===== config.mk =====
export PLATFORM = sky130hd
export DESIGN_NAME = lemming_shovel_arbiter
export DESIGN_NICKNAME = d
export VERILOG_FILES = /design/src/rtl/lemming_pkg.sv /design/src/rtl/lemming_lane.sv /design/src/rtl/lemming_shovel_arbiter.sv
export SDC_FILE = /design/constraint.sdc
export NUM_CORES = 1
export LEC_CHECK = 0
export ABC_AREA = 1
export BUFFER_PORTS_ARGS = -buffer_cell sky130_fd_sc_hd__buf_2
export CAP_MARGIN = 20
export CORE_MARGIN = 2
export CORE_UTILIZATION = 65
export CTS_BUF_LIST = sky130_fd_sc_hd__clkbuf_8
export CTS_CLUSTER_SIZE = 40
export DETAILED_ROUTE_END_ITERATION = 12
export HOLD_SLACK_MARGIN = 0.06
export PLACE_DENSITY = 0.95
export REMOVE_ABC_BUFFERS = 1
export SLEW_MARGIN = 30
export SYNTH_ARGS = -nofsm -noshare
export SYNTH_HDL_FRONTEND = slang
export SYNTH_SLANG_ARGS = --single-unit

===== constraint.sdc =====
create_clock -name clk -period 8.2 [get_ports clk]
set_input_delay 0.41 -clock clk [delete_from_list [all_inputs] [get_ports clk]]
set_output_delay 0.41 -clock clk [all_outputs]
set_load 0.01 [all_outputs]

===== src/rtl/lemming_pkg.sv =====
// Shared types and constants for the lemming colony controller.
package lemming_pkg;

    typedef enum logic [2:0] {
        ST_WL    = 3'd0,
        ST_WR    = 3'd1,
        ST_FL    = 3'd2,
        ST_FR    = 3'd3,
        ST_DL    = 3'd4,
        ST_DR    = 3'd5,
        ST_SPLAT = 3'd6
    } lane_state_t;

    localparam int FALL_CNT_W = 5;
    localparam logic [FALL_CNT_W-1:0] FALL_CNT_MAX = 5'd31;

endpackage


===== src/rtl/lemming_lane.sv =====
// One lemming walker FSM with its fall-length counter; digging only starts on grant.
module lemming_lane
    import lemming_pkg::*;
#(
    parameter int FALL_LIMIT = 20
) (
    input  logic        clk,
    input  logic        areset,
    input  logic        ground,
    input  logic        bump_left,
    input  logic        bump_right,
    input  logic        dig_req,
    input  logic        grant,
    output logic        walk_left,
    output logic        walk_right,
    output logic        aaah,
    output logic        digging,
    output logic        splat,
    output logic        dig_release,
    output logic        splat_entry,
    output lane_state_t state
);

    lane_state_t state_q, state_d;
    logic [FALL_CNT_W-1:0] fall_cnt, fall_cnt_d;

    always_ff @(posedge clk) begin
        if (areset) begin
            state_q  <= ST_WL;
            fall_cnt <= '0;
        end else begin
            state_q  <= state_d;
            fall_cnt <= fall_cnt_d;
        end
    end

    always_comb begin
        state_d     = state_q;
        fall_cnt_d  = fall_cnt;
        dig_release = 1'b0;
        splat_entry = 1'b0;
        case (state_q)
            ST_WL: begin
                if (!ground) begin
                    state_d    = ST_FL;
                    fall_cnt_d = '0;
                end else if (grant && dig_req) begin
                    state_d = ST_DL;
                end else if (bump_left || bump_right) begin
                    state_d = ST_WR;
                end
            end
            ST_WR: begin
                if (!ground) begin
                    state_d    = ST_FR;
                    fall_cnt_d = '0;
                end else if (grant && dig_req) begin
                    state_d = ST_DR;
                end else if (bump_left || bump_right) begin
                    state_d = ST_WL;
                end
            end
            ST_DL, ST_DR: begin
                if (!ground) begin
                    state_d     = (state_q == ST_DL) ? ST_FL : ST_FR;
                    fall_cnt_d  = '0;
                    dig_release = 1'b1;
                end
            end
            ST_FL, ST_FR: begin
                if (!ground) begin
                    if (fall_cnt != FALL_CNT_MAX) fall_cnt_d = fall_cnt + FALL_CNT_W'(1);
                end else if (int'(fall_cnt) >= FALL_LIMIT) begin
                    state_d     = ST_SPLAT;
                    splat_entry = 1'b1;
                end else begin
                    state_d = (state_q == ST_FL) ? ST_WL : ST_WR;
                end
            end
            ST_SPLAT: ;
            default: state_d = ST_WL;
        endcase
    end

    assign walk_left  = (state_q == ST_WL);
    assign walk_right = (state_q == ST_WR);
    assign aaah       = (state_q == ST_FL) || (state_q == ST_FR);
    assign digging    = (state_q == ST_DL) || (state_q == ST_DR);
    assign splat      = (state_q == ST_SPLAT);
    assign state      = state_q;

endmodule


===== src/rtl/lemming_shovel_arbiter.sv =====
// N lemming lanes sharing one shovel through a round-robin grant; owner is one-hot.
module lemming_shovel_arbiter
    import lemming_pkg::*;
#(
    parameter int N          = 4,
    parameter int FALL_LIMIT = 20
) (
    input  logic                   clk,
    input  logic                   areset,
    input  logic [N-1:0]           bump_left,
    input  logic [N-1:0]           bump_right,
    input  logic [N-1:0]           ground,
    input  logic [N-1:0]           dig_req,
    output logic [N-1:0]           walk_left,
    output logic [N-1:0]           walk_right,
    output logic [N-1:0]           aaah,
    output logic [N-1:0]           digging,
    output logic [N-1:0]           splat,
    output logic [N-1:0]           owner,
    output logic [$clog2(N+1)-1:0] alive_count
);

    localparam int PTR_W = $clog2(N);
    localparam int CNT_W = $clog2(N+1);

    logic [PTR_W-1:0] rr_ptr, rr_ptr_d;
    logic [N-1:0]     eligible, grant, dig_release, splat_entry;
    lane_state_t      lane_state [N];

    for (genvar i = 0; i < N; i++) begin : g_lane
        lemming_lane #(.FALL_LIMIT(FALL_LIMIT)) u_lane (
            .clk         (clk),
            .areset      (areset),
            .ground      (ground[i]),
            .bump_left   (bump_left[i]),
            .bump_right  (bump_right[i]),
            .dig_req     (dig_req[i]),
            .grant       (grant[i]),
            .walk_left   (walk_left[i]),
            .walk_right  (walk_right[i]),
            .aaah        (aaah[i]),
            .digging     (digging[i]),
            .splat       (splat[i]),
            .dig_release (dig_release[i]),
            .splat_entry (splat_entry[i]),
            .state       (lane_state[i])
        );

        // Only a free shovel can be granted, so release and grant never share an edge.
        assign eligible[i] = ((lane_state[i] == ST_WL) || (lane_state[i] == ST_WR))
                             && ground[i] && dig_req[i] && (owner == '0);
    end

    always_comb begin
        int   idx;
        logic found;
        grant    = '0;
        rr_ptr_d = rr_ptr;
        found    = 1'b0;
        idx      = 0;
        for (int k = 0; k < N; k++) begin
            idx = int'(rr_ptr) + k;
            if (idx >= N) idx = idx - N;
            if (!found && eligible[idx]) begin
                found       = 1'b1;
                grant[idx]  = 1'b1;
                rr_ptr_d    = (idx == N-1) ? '0 : PTR_W'(idx + 1);
            end
        end
    end

    always_ff @(posedge clk) begin
        if (areset) begin
            owner       <= '0;
            rr_ptr      <= '0;
            alive_count <= CNT_W'(N);
        end else begin
            if (|grant) begin
                owner  <= grant;
                rr_ptr <= rr_ptr_d;
            end else if (|(owner & dig_release)) begin
                owner <= '0;
            end
            alive_count <= alive_count - CNT_W'($countones(splat_entry));
        end
    end

endmodule


==> results of run 1 <==
==> placed cells by master (no fill, tap or decap), types with 4 or more instances in the layout <==
cell      Yosys  final
nor2_1       68     68
nand2_2      11     11
nand3_2      12     12
clkbuf_8      0      6
ha_1         21     21
o31ai_1       5      5
dfxtp_1      41     41
nand4_1       8      8
nor2_2       11     11
nand3_1      27     27
fa_1          5      5
nor2_4        4      4
a31oi_1       4      4
nand2_1      95     95
inv_1        72     72
o21ai_0      20     20
buf_2         7     44
a21oi_1      29     29
nor3_1       27     27
==> critical path, delay by kind of cell, from the launching register on <==
family	cells	cell delay (ps)
AOI/OAI and AO/OA	2	240
adders and majority gates	5	2100
buffers and inverters	4	270
DFF	1	490
and+or+nand+nor	4	900
==> flip-flops by register name, summed over array words and instances, names as in the netlist <==
name and count:
alive_count 3, g_lane.u_lane.fall_cnt 20, g_lane.u_lane.state 12, owner 4, rr_ptr 2
==> final cells by class <==
cell class | count | area, um2 | area share
timing repair buffer | 44 | 220 | 0.0599
sequential | 41 | 821 | 0.223
clock inverter | 2 | 37.5 | 0.0102
tap | 70 | 87.6 | 0.0238
clock buffer | 6 | 82.6 | 0.0225
inverter | 75 | 282 | 0.0766
multi-input combinational | 374 | 2140 | 0.583
==> synth_stat cells (4+ instances only) <==
library cell  count  area share
nand4_1           8       0.014
ha_1             21       0.076
o21ai_0          20       0.029
nand2_2          11       0.020
a21oi_1          29       0.042
inv_1            72       0.078
nor2_2           11       0.020
nand3_1          27       0.039
nor2_4            4       0.013
buf_4            20       0.043
nor2_1           68       0.074
dfxtp_1          41        0.24
fa_1              5       0.029
nor3_1           27       0.039
o31ai_1           5       0.011
nand3_2          12       0.035
a31oi_1           4      0.0072
nand2_1          95        0.10
buf_2             7       0.010
==> worst paths after layout <==
check | cells after the start | to | start
worst max register to register | 15 | alive_count[2] | g_lane[3].u_lane.state[1]
worst max-delay path | 15 | alive_count[2] | g_lane[3].u_lane.state[1]
worst min-delay path | 2 | g_lane[0].u_lane.fall_cnt[4] | g_lane[0].u_lane.fall_cnt[4]
worst min register to register | 2 | g_lane[0].u_lane.fall_cnt[4] | g_lane[0].u_lane.fall_cnt[4]
==> through the flow <==
step / worst slack (ps) / hold WS [ps] / cells
finish: 4100 / 490 / 612
global route: 3830 / 514 / 612
CTS: 4110 / 491 / 612
detailed placement: 4200 / 479 / 604
global placement: 4350 / 473 / 604
floorplan: 4370 / 452 / 490
==> per-layer routing <==
| metal | wire (um) | vias up | part of all wire |
|---|---|---|---|
| met1 | 3140 | 1555 | 0.40 |
| met5 | 0 | - | 0 |
| met4 | 266 | 0 | 0.034 |
| li1 | - | 1700 | - |
| met3 | 474 | 31 | 0.061 |
| met2 | 3910 | 142 | 0.50 |
==> logic make-up after synthesis <==
kind of cell	count (synthesis)
AOI/OAI and AO/OA	77
xor gates and xnor gates	1
buffers and inverters	107
DFF	41
and+or+nand+nor	270
adders and majority gates	26
==> power groups by stage <==
stage                     Combinational (mW)  Clock [mW]  Sequential, mW
final                                  0.681       0.170           0.301
after global routing                   0.762       0.179           0.306
after CTS                              0.671       0.173           0.299
after detailed placement               0.663           0           0.303
after global placement                 0.630           0           0.301
after floorplan                        0.502           0           0.298
==> results.yml, run 1 <==
floorplan:
  dieArea_um2: 5930
  io_pins: 45
  die_h_um: 77.0
  die_w_um: 77.0
  num_rows: 26
  floorplan.initialDensity: 0.674
  core_area_um2: 5140
critical_path:
  end_kind: "flip-flop"
  worst_path_largest_cell_delay_ps: 530
  required_ps: 8380
  worstSetupPathType: "reg2reg"
  timing.critical_path.cells: "inv_1 -> nor2_1 -> inv_1 -> nor2_1 -> nand2_1 -> fa_1 -> fa_1 -> inv_1 -> fa_1 -> inv_1 -> ha_1 -> or2_2 -> fa_1 -> a21oi_1 -> o21ai_0"
  crit_fanout: 7
  arrival_ps: 4280
  critPathLaunchType: "flip-flop"
  r2r_setup_slack_ps: 4100
  critPathSlowestCell: "fa_1"
layout:
  num_antenna_cells: 0
  final_area_um2: 3670
  final_util: 0.715
  nets: 585
  drive_gt1_frac: 0.192
  fill_cells: 421
  area_growth_pct: 6.03
grt:
  use_met3: 0.0318
  antenna_found_initial: 0
  global_route.overflow_total: 0
  met1_usage: 0.315
  grt_use_met2: 0.472
  grt_pass1_vias: 3095
  grt_pass1_wl_mm: 13.1
  grt_max_degree: 27
  busiest_layer: "met2"
  grt_usage: 0.264
drt:
  drt_pass1_iterations: 5
  via_count: 3428
  wl_per_cell_um: 12.7
  drc_errors: 0
  viasPerCell: 5.60
  drt_iter0_markers: 192
  ant_nets: 0
  wl_mm: 7.79
clocking:
  tritoncts: "done"
  clock_path_buffers: 2
  root_buffer: "clkbuf_8"
  insertion_delay_ps: 290
  clk_pin_slew_ps: 80
  postCtsHoldBufs: 0
  cts_resized: 0
  htreeDepth: 2
  cts_num_sinks: 41
  postCtsSetupBuffers: 0
  numCtsBuffers: 5
pwr:
  power_switching_mw: 0.578
  pwr-share-clk: 0.147
  combPwrFrac: 0.591
  p_leak_nw: 1.69
  total_power_mw: 1.15
  power_density_nw_per_um2: 314
  seq_power_share: 0.261
  peakVddDrop_uv: 146
  internal-power_mw: 0.574
  swShare: 0.502
logic_synthesis:
  synthAdderAreaFrac: 0.105
  synth-async-reset-ratio: 0
  muxShareOfSynthArea: 0
  ys_types: 36
  synth_top_family_by_area: "simple AND/OR/NAND/NOR gates"
  synth-edff-count: 0
  synthFlopType: "dfxtp_1"
  synth_compound_area_frac: 0.131
  synth.avg_cell_area_um2: 6.64
  ys_warn_count: 0
  synth_xor_area_frac: 0.00253
  synth_cells: 522
  ys_seq_elements: 41
  synth_sequential_area_ratio: 0.237
  yosys.area_share.simple: 0.380
  netlist_area_um2: 3460
placement:
  gp_congestion: 0.938
  placed_area_um2: 3550
  portBuffers: 44
  dpl.hpwl_mm: 5.96
timing:
  period_minus_slack_ps: 4100
  fmax_mhz: 244
  period_share: 0.500
  rsz0062_at_grt: "false"
  fin_tns_setup_ps: 0
  slew_headroom: 0.608
  slew_violations: 0
  hold_viol_final: 0
  skew_ps: 5.99
  setup_viol: 0
  worst_pin_slew_ps: 583
flow_run:
  drv_cap: 0
outcome:
  status: "finished clean"
worst_hold_path:
  hp-class: "reg2reg"
Note: power is estimated with default switching activity, not from simulation.
==> inputs of run 2 (changes only) <==
CORE_UTILIZATION = 55   (was 65)
PLACE_DENSITY = 0.92   (was 0.95)
clock period = 3.7 ns   (was 8.2 ns; I/O delays follow)
==> run 2 against run 1 <==
  * Critical path depth increased by 1
  * Utilization shrank 7.8 points
  * Fmax up 16%
  * Non-clock buffer count up 12
  * Clock-buffer cell count shrank 1
  * Die area rose by 17%
  * Routed wire length is 3.1% higher
  * Sequential power grew 120%
  * Largest power group unchanged
  * Final area rose by 3.8%
  * Final cell count grew 2.8%
  * Highest routed layer unchanged
==> results.yml, run 2 (synthesis results as in run 1) <==
layout:
  layout.cells.non_filler: 629
  area_growth_pct: 10.1
  largest_register: "g_lane.u_lane.fall_cnt"
  final_common_cell: "nand2_1"
  largest_reg_flops: 20
  final_cell_mix: "93 x nand2_1, 70 x inv_1, 64 x nor2_1"
  drive_gt1_frac: 0.235
  final_area_um2: 3810
  nets: 597
  num_antenna_cells: 0
clocking:
  htreeDepth: 2
  cts_num_sinks: 41
  tritoncts: "done"
  insertion_delay_ps: 300
  root_buffer: "clkbuf_8"
  numCtsBuffers: 5
  clock_path_buffers: 2
  clk_pin_slew_ps: 80
  postCtsHoldBufs: 0
grt:
  grt_max_degree: 27
  grt_usage: 0.231
  antenna_found_initial: 0
  global_route.overflow_total: 0
  grt_pass1_wl_mm: 13.6
  grt_pass1_vias: 3241
critical_path:
  rr_worst_depth: 16
  crit_fanout: 3
  end_kind: "flip-flop"
  arrival_ps: 3780
  worstSetupPathType: "reg2reg"
  critPathLaunchType: "flip-flop"
  required_ps: 3940
  r2r_setup_slack_ps: 150
floorplan:
  die_h_um: 83.4
  num_rows: 28
  floorplan.initialDensity: 0.578
  core_area_um2: 5990
  die_w_um: 83.4
  io_pins: 45
  dieArea_um2: 6950
timing:
  slew_violations: 0
  period_share: 0.958
  setup_viol: 0
  fin_tns_setup_ps: 0
  fmax_mhz: 282
  hold_viol_final: 0
  worst_pin_slew_ps: 616
  rsz0062_at_grt: "false"
  period_minus_slack_ps: 3550
  skew_ps: 7.01
  hold_slack_ps: 314
  slew_headroom: 0.586
pwr:
  power_density_nw_per_um2: 686
  peakVddDrop_uv: 397
  total_power_mw: 2.62
  p_leak_nw: 1.75
drt:
  drc_errors: 0
  viasPerCell: 5.46
  wl_per_cell_um: 12.8
  via_count: 3435
  ant_nets: 0
  drt_pass1_iterations: 5
  wl_mm: 8.02
  drt_iter0_markers: 248
outcome:
  status: "finished clean"
placement:
  dpl.hpwl_mm: 6.22
  dp_cells: 618
  gp_congestion: 0.916
  placed_area_um2: 3630
  portBuffers: 44
flow_run:
  drv_cap: 0
worst_hold_path:
  hp-class: "in2reg"
  worstHoldPathCells: 5
==> run 2: cell types whose count changed in the layout (fill, tap and decap cells not counted), sizes merged <==
cell    change
buf        +12
clkbuf      -1
clkinv      +1
==> run 2: layout make-up <==
class                           instances  area (um2)
Fill cell                             521        2180
Sequential cell                        41         827
Clock buffer                            5        68.8
Inverter                               75         287
Timing Repair Buffer                   56         310
Clock inverter                          3        46.3
Multi-Input combinational cell        374        2180
Tap cell                               75        93.8
==> run 2: final timing paths <==
check,start,to
min,dig_req[0],g_lane[0].u_lane.state[2]
min reg2reg,g_lane[1].u_lane.fall_cnt[1],g_lane[1].u_lane.fall_cnt[1]
max reg2reg,g_lane[2].u_lane.state[0],alive_count[1]
max,g_lane[2].u_lane.state[0],alive_count[1]
==> run 2: critical path: stages (launching register included) <==
cell and delay, ps:
dfxtp_4 370, inv_4 70, nand3_4 70, nand2_2 80
inv_1 50, nor2_2 110, nand2_1 90, fa_1 460
fa_1 510, inv_1 50, fa_1 530, inv_1 60
ha_1 170, or2_4 250, fa_2 510, inv_1 30
nor2_1 70
==> run 2: through the flow <==
stage                     worst slack [ps]  utilization
after floorplan                       -127            -
after global placement                 129        0.605
after detailed placement             -37.7        0.605
after CTS                             14.3        0.628
after global routing                  7.81        0.637
final                                  154        0.637
==> run 2: report_power, final <==
part | total [mW] | switching (mW) | internal, mW | leakage, nW
logic | 1.59 | 1.02 | 0.576 | 1.36
clock network | 0.370 | 0.168 | 0.202 | 0.0543
registers | 0.653 | 0.115 | 0.538 | 0.336
total | 2.62 | 1.30 | 1.32 | 1.75
==> run 2: routing by layer <==
layer | global-route usage | up-vias | share of wire
li1 | - | 1721 | -
met1 | 0.260 | 1564 | 0.40
met2 | 0.424 | 130 | 0.52
met3 | 0.0447 | 20 | 0.063
met4 | 0.0924 | 0 | 0.025
met5 | 0 | - | 0
==> run 2: what timing repair did <==
action                     CTS  global route
pin swaps                    4             4
setup endpoints to repair    1             2
buffers inserted             1             2
gates resized for setup      6            14
==> inputs of run 3 (changes only) <==
BUFFER_PORTS_ARGS = unset   (was -buffer_cell sky130_fd_sc_hd__buf_2)
CORE_UTILIZATION = 60   (was 55)
DONT_BUFFER_PORTS = 1   (was unset)
PLACE_DENSITY = 0.91   (was 0.92)
==> run 3 against run 2 <==
  * Flip-flop and latch count did not move
  * Sequential power rose by 3.5%
  * Setup slack got worse by 34 ps
  * Routed wire length rose by 1.1%
  * Critical path type unchanged
  * Largest power group unchanged
  * Highest routed layer unchanged
==> results.yml, run 3 (synthesis results as in run 1) <==
outcome:
  status: "finished clean"
grt:
  grt_pass1_vias: 3255
  global_route.overflow_total: 0
  grt_max_degree: 17
  antenna_found_initial: 0
  grt_usage: 0.272
  grt_pass1_wl_mm: 14.0
floorplan:
  core_area_um2: 5540
  die_h_um: 80.0
  dieArea_um2: 6400
  num_rows: 27
  floorplan.initialDensity: 0.625
  die_w_um: 80.0
  io_pins: 45
drt:
  wl_per_cell_um: 13.7
  wl_mm: 8.12
  viasPerCell: 5.61
  drt_iter0_markers: 296
  ant_nets: 0
  via_count: 3328
  drc_errors: 0
  drt_pass1_iterations: 7
critical_path:
  arrival_ps: 3820
  end_kind: "flip-flop"
  critPathLaunchType: "flip-flop"
  crit_fanout: 5
  worstSetupPathType: "reg2reg"
  required_ps: 3940
clocking:
  insertion_delay_ps: 300
  numCtsBuffers: 5
  clk_pin_slew_ps: 80
  root_buffer: "clkbuf_8"
  tritoncts: "done"
  cts_num_sinks: 41
  clock_path_buffers: 2
  htreeDepth: 2
placement:
  place_ws_ps: -36.0
  gp_congestion: 0.939
  dpl.hpwl_mm: 6.04
  portBuffers: 0
layout:
  largest_register: "g_lane.u_lane.fall_cnt"
  area_growth_pct: 5.63
  largest_reg_flops: 20
  final_cell_mix: "94 x nand2_1, 70 x inv_1, 67 x nor2_1"
  num_antenna_cells: 0
  nets: 564
  final_common_cell: "nand2_1"
  drive_gt1_frac: 0.161
timing:
  hold_slack_ps: 155
  setup_viol: 0
  slew_violations: 0
  hold_viol_final: 0
  setup_slack_ps: 119
  slew_headroom: 0.491
  skew_ps: 2.79
  period_share: 0.968
  fmax_mhz: 279
  worst_pin_slew_ps: 760
  period_minus_slack_ps: 3580
pwr:
  peakVddDrop_uv: 378
  power_density_nw_per_um2: 682
  p_leak_nw: 1.60
worst_hold_path:
  hp-class: "in2reg"
flow_run:
  drv_cap: 0
run 3: repair_timing:
item	in CTS	in global routing
cloned	0	0
pin swaps	2	6
hold buffers	10	0
buffers inserted	0	3
endpoints found under the hold margin	25	0
setup endpoints to repair	1	2
gates resized for setup	6	10
run 3: path summary, 6_finish.rpt:
| kind | slack [ps] | from | cells after the start | endpoint |
|---|---|---|---|---|
| max reg2reg | 120 | g_lane[2].u_lane.state[0] | 16 | alive_count[1] |
| max | 120 | g_lane[2].u_lane.state[0] | 16 | alive_count[1] |
| min | 150 | ground[0] | 4 | g_lane[0].u_lane.state[0] |
| min reg2reg | 490 | g_lane[2].u_lane.fall_cnt[1] | 2 | g_lane[2].u_lane.fall_cnt[1] |
run 3: cell type report:
type	instances	area (um2)
clock buffers	5	68.8
multi-input cells	374	2170
inverters	75	284
repair buffers	23	198
well taps	72	90.1
clock inverters	3	17.5
fillers	465	1880
flip-flops and latches	41	830
run 3: routing by layer:
layer	vias up	wire, um	part of all wire	track usage
met2	132	4130	0.51	0.488
met1	1513	3140	0.39	0.307
met5	-	0	0	0
met3	27	608	0.075	0.0713
met4	0	234	0.029	0.102
li1	1656	-	-	-
run 3: power by group:
group          internal (mW)  leakage (nW)  switching, mW  total [mW]
clock                  0.130        0.0439          0.163       0.293
combinational          0.546          1.22          0.980        1.53
sequential             0.540         0.336          0.136       0.676
total                   1.22          1.60           1.28        2.50
run 3: critical path: stages (launching register included):
cell and delay (ps):
dfxtp_4 370, inv_4 70, nand3_4 80, nand2_2 80, inv_1 60, nor2_2 120, nand2_1 90, fa_1 470
fa_1 490, inv_1 50, fa_1 530, inv_1 70, ha_2 180, or2_4 250, fa_2 510, inv_1 40
nor2_1 70
run 3: stage by stage:
stage | util | area (um2) | TNS [ps] | instances | total power [mW]
floorplan | - | 3250 | -190 | 490 | 1.77
global placement | 0.616 | 3410 | 0 | 572 | 2.01
detailed placement | 0.616 | 3410 | -36.0 | 572 | 2.09
CTS | 0.651 | 3610 | 0 | 590 | 2.41
global route | 0.661 | 3660 | -42.2 | 593 | 2.72
finish | 0.661 | 3660 | 0 | 593 | 2.50
